File: src/rtl/bram_arbiter.sv
// Two-requester arbiter/sequencer in front of a single-port BRAM with
// one-cycle registered reads and byte-masked writes.

module bram_arbiter_port #(
    parameter logic ID = 1'b0
) (
    input  logic        grant_any,
    input  logic        win,
    input  logic        resp,
    input  logic        lat_id,
    input  logic        lat_we,
    input  logic        in_range,
    input  logic [31:0] mem_rdata,
    output logic        gnt,
    output logic        rvalid,
    output logic [31:0] rdata,
    output logic        err
);
    assign gnt    = grant_any && (win == ID);
    assign rvalid = resp && (lat_id == ID);
    // Only an in-range read forwards the BRAM bus; everything else returns zero.
    assign rdata  = (rvalid && !lat_we && in_range) ? mem_rdata : 32'h0;
    assign err    = rvalid && !in_range;
endmodule

module bram_arbiter #(
    parameter logic [31:0] BASE_MEMORY    = 32'h0000_0000,
    parameter logic [31:0] TOP_MEMORY     = 32'h0000_01ff,
    parameter logic        FIXED_PRIORITY = 1'b0
) (
    input  logic        clk,
    input  logic        reset,
    input  logic        m0_req,
    input  logic [31:0] m0_addr,
    input  logic [31:0] m0_wdata,
    input  logic        m0_we,
    input  logic [3:0]  m0_mask,
    output logic        m0_gnt,
    output logic        m0_rvalid,
    output logic [31:0] m0_rdata,
    output logic        m0_err,
    input  logic        m1_req,
    input  logic [31:0] m1_addr,
    input  logic [31:0] m1_wdata,
    input  logic        m1_we,
    input  logic [3:0]  m1_mask,
    output logic        m1_gnt,
    output logic        m1_rvalid,
    output logic [31:0] m1_rdata,
    output logic        m1_err,
    output logic [31:0] mem_addr,
    output logic [31:0] mem_wdata,
    output logic        mem_write,
    output logic [3:0]  mem_mask,
    input  logic [31:0] mem_rdata
);
    typedef enum logic [1:0] {IDLE, ACCESS, RESP} state_t;

    typedef struct packed {
        logic [31:0] addr;
        logic [31:0] wdata;
        logic        we;
        logic [3:0]  mask;
        logic        id;
    } req_t;

    state_t          state, state_n;
    req_t            lat;
    req_t [1:0]      fld;
    logic [1:0]      req;
    logic            last_grant;
    logic            grant_any, win;
    logic            in_range, resp;
    logic [32:0]     lo_diff, hi_diff;
    logic [1:0]      gnt, rvalid, err;
    logic [1:0][31:0] rdata;

    assign req    = {m1_req, m0_req};
    assign fld[0] = {m0_addr, m0_wdata, m0_we, m0_mask, 1'b0};
    assign fld[1] = {m1_addr, m1_wdata, m1_we, m1_mask, 1'b1};

    always_comb begin
        state_n   = state;
        grant_any = 1'b0;
        if (req == 2'b11)
            win = FIXED_PRIORITY ? 1'b0 : ~last_grant;
        else
            win = req[1];
        case (state)
            IDLE, RESP: begin
                if (|req) begin
                    grant_any = !reset;
                    state_n   = ACCESS;
                end else begin
                    state_n   = IDLE;
                end
            end
            ACCESS:  state_n = RESP;
            default: state_n = IDLE;
        endcase
    end

    always_ff @(posedge clk) begin
        if (reset) begin
            state      <= IDLE;
            lat        <= '0;
            last_grant <= 1'b1;
        end else begin
            state <= state_n;
            // The latch only loads on a grant, so the BRAM bus changes on
            // entry to ACCESS and holds its last value everywhere else.
            if (grant_any) begin
                lat        <= fld[win];
                last_grant <= win;
            end
        end
    end

    // Borrow-based unsigned window test avoids constant-compare edge cases.
    assign lo_diff  = {1'b0, lat.addr} - {1'b0, BASE_MEMORY};
    assign hi_diff  = {1'b0, TOP_MEMORY} - {1'b0, lat.addr};
    assign in_range = !lo_diff[32] && !hi_diff[32];
    assign resp     = (state == RESP) && !reset;

    assign mem_addr  = lat.addr;
    assign mem_wdata = lat.wdata;
    assign mem_mask  = lat.mask;
    assign mem_write = (state == ACCESS) && lat.we && in_range && !reset;

    for (genvar i = 0; i < 2; i++) begin : g_port
        bram_arbiter_port #(.ID(1'(i))) u_port (
            .grant_any (grant_any),
            .win       (win),
            .resp      (resp),
            .lat_id    (lat.id),
            .lat_we    (lat.we),
            .in_range  (in_range),
            .mem_rdata (mem_rdata),
            .gnt       (gnt[i]),
            .rvalid    (rvalid[i]),
            .rdata     (rdata[i]),
            .err       (err[i])
        );
    end

    assign m0_gnt    = gnt[0];
    assign m1_gnt    = gnt[1];
    assign m0_rvalid = rvalid[0];
    assign m1_rvalid = rvalid[1];
    assign m0_rdata  = rdata[0];
    assign m1_rdata  = rdata[1];
    assign m0_err    = err[0];
    assign m1_err    = err[1];
endmodule

File: config.mk
export PLATFORM = sky130hd
export DESIGN_NAME = bram_arbiter
export DESIGN_NICKNAME = d
export VERILOG_FILES = /design/src/rtl/bram_arbiter.sv
export SDC_FILE = /design/constraint.sdc
export NUM_CORES = 1
export LEC_CHECK = 0
export CORE_AREA = 2 2 122 124
export CTS_CLUSTER_SIZE = 40
export DETAILED_ROUTE_END_ITERATION = 7
export DIE_AREA = 0 0 124 126
export GPL_TIMING_DRIVEN = 0
export PLACE_DENSITY = 0.76
export SKIP_CTS_REPAIR_TIMING = 1
export SLEW_MARGIN = 15
export SYNTH_ARGS = -nofsm -noshare
export SYNTH_HDL_FRONTEND = slang
export SYNTH_SLANG_ARGS = --single-unit
File: constraint.sdc
create_clock -name clk -period 2 [get_ports clk]
set_input_delay 0.4 -clock clk [delete_from_list [all_inputs] [get_ports clk]]
set_output_delay 0.4 -clock clk [all_outputs]
set_load 0.005 [all_outputs]
==> reports/results.txt <==
largest net degree at the start of global routing = 14
Clk pin slew, worst setup/hold paths = 60 ps
Yosys cell types = 32
Post-DRT Antenna Nets = 0
WL per Instance = 21.4 um
R2R Path Start = state[0]
Synth top area share = 0.334
Overall Power = 5.26 mW
CTS max path bufs = 2
Hold Fails Final Rpt = 0
final worst slack = -459 ps
Final Instance Area = 8800 um2
commonest non-fill, non-tap cell in the layout = clkdlybuf4s50_1
GR peak layer = met2
RSZ-0062 raised after global routing = yes
status = finished with violations
reg2reg path depth = 5
sequential element share of the synthesized area = 0.334
height of the die = 126 um
Clock Root Buffer = clkbuf_16
clk sinks = 73
GRT Util Overall = 0.264
# DRC = 0
hold path startpoint = mem_wdata[23]
met2 Track Usage GR = 0.464
ys async rst share = 0
std cell rows = 44
CTS tree = done
M3 GR Usage = 0.0851
normalized max-slew margin = 0.630
Routability Congestion = 0.895
Core Box Area = 14300 um2
top post-synthesis cells by area = dfxtp_1 (33%), nand4_1 (10%), a31oi_1 (8.4%)
Slew Limit Fails = 0
Hold Crit Class = register to register
RR Endpoint = mem_wdata[19]
failing checks = setup timing
number of clock buffers inserted by TritonCTS = 9
prevailing post-synth register cell = dfxtp_1
register-to-register setup slack = 240 ps
VDD IR max = 0.338 mV
Ports = 313
cell-internal power = 3.48 mW
Post-Syn Area per Cell = 8.00 um2
Switching Power = 1.78 mW
vias in the first global route = 5866
Die X = 124 um
initial core utilization = 0.305
Post-synth EDFFs = 0
part of the power in registers = 0.310
most frequent cells in the layout = clkdlybuf4s50_1 (238), nand4_1 (70), buf_2 (69), dfxtp_1 (69), a31oi_1 (59)
Clk pwr share = 0.320
Mapped Cells = 546
worst-path fanout max = 10
H-tree levels = 3
Logic pwr share = 0.370
Final setup viols = 67
post-route clock period utilization = 1.23
fmax = 0.407 GHz
grt total ovfl = 0
hold path depth = 2
number of synthesized register bits = 73
WP data arrival = 2060 ps
Crit path required time = 1600 ps
area leader, netlist = dfxtp_1
DR vias = 6129
syn_nets = 720
CP Class = register to primary output
WL final = 23.0 mm
pre-CTS setup slack = -1430 ps
fin nets = 1059
first-pass GRT wire length = 32.2 mm
Mapped Area = 4370 um2
Die Area = 15600 um2
Cell Pwr Density = 597 nW/um2
routing usage on met1 = 0.286
buffers added on ports = 311
ratio of cells with drive above 1 in the final layout = 0.243
Area Growth Syn to Fin = 101%
Startpoint Class = register
Pre-antenna DRT Iters = 6
max cap viols = 0
initial antenna violation count = 1
worst clock skew = 12.5 ps
Worst Max-Slew Pin Slew = 555 ps
post-layout min period = 2460 ps
Post-DP HPWL = 16.5 mm
crit end category = primary output
initial DRC count = 428
Worst Hold End = mem_wdata[23]
vias per cell = 5.70
area post-placement = 7710 um2
leakage = 3.20 nW
Worst-Skew Late Latency = 340 ps
worst hold slack = 503 ps
Sw Share = 0.339
Ys Warns = 0
-- cell usage after synthesis, types with 3 or more instances --
cell type,number
nand2b_1,33
nor4b_1,31
nor4_2,26
dfxtp_1,73
nand4_1,70
a32oi_1,11
nand3_1,59
buf_2,21
a31oi_1,59
nor4_1,11
a21oi_1,11
clkbuf_1,56
o21ai_0,57
nor3_1,3
inv_1,3
-- how the worst max path moves through the flow --
stage,start,end,cells after the start
after floorplan,reset,m1_rdata[2],5
after global placement,reset,m0_rdata[14],6
after detailed placement,reset,m0_rdata[14],6
after CTS,reset,m0_rdata[14],6
after global routing,mem_addr[9],m1_rdata[17],7
final,mem_addr[18],m0_rdata[14],5
-- metrics by stage --
step / utilization / setup TNS, ps / std cells
4_1_cts: 0.560 / -76970 / 1057
5_1_grt: 0.615 / -27650 / 1075
3_5_place_dp: 0.539 / -92540 / 1041
3_3_place_gp: 0.539 / -91790 / 1041
6_report: 0.615 / -21040 / 1075
2_1_floorplan: - / 0 / 546
-- logic make-up after synthesis --
| group | Yosys count | share of synthesized area |
|---|---|---|
| AOI/OAI and AO/OA | 144 | 0.195 |
| and+or+nand+nor | 244 | 0.389 |
| buffers and inverters | 85 | 0.0810 |
| DFF | 73 | 0.334 |
-- per-layer routing --
layer	share of wire	vias to the layer above
li1	-	2826
met1	0.36	2930
met2	0.51	328
met3	0.10	45
met4	0.032	0
met5	0	-
-- worst max-delay path: stages, from the launching register on --
cell and delay, ps:
dfxtp_2 360, nor4_4 330, nand2_2 160, buf_2 260, nor4b_4 430, buf_2 190
-- registers in the layout, summed over array words and instances, names as in the netlist --
register and cells:
last_grant 1, lat 2, mem_addr 32, mem_mask 4
mem_wdata 32, state 2
-- power groups by stage --
stage | registers [mW] | clock network, mW | logic, mW
after floorplan | 1.64 | 0 | 0.627
after global placement | 1.65 | 0 | 1.38
after detailed placement | 1.65 | 0 | 1.39
after CTS | 1.62 | 1.70 | 1.39
after global routing | 1.64 | 1.77 | 2.05
final | 1.63 | 1.68 | 1.95
-- cell type report --
class	instances	area, um2
Inverter	3	11.3
Sequential cell	73	1470
Tap cell	184	230
Timing Repair Buffer	330	3060
Antenna cell	1	2.50
Clock buffer	10	239
Buffer	80	531
Fill cell	1201	5510
Multi-Input combinational cell	388	3190
Clock inverter	6	66.3
(Power assumes the default switching activity.)
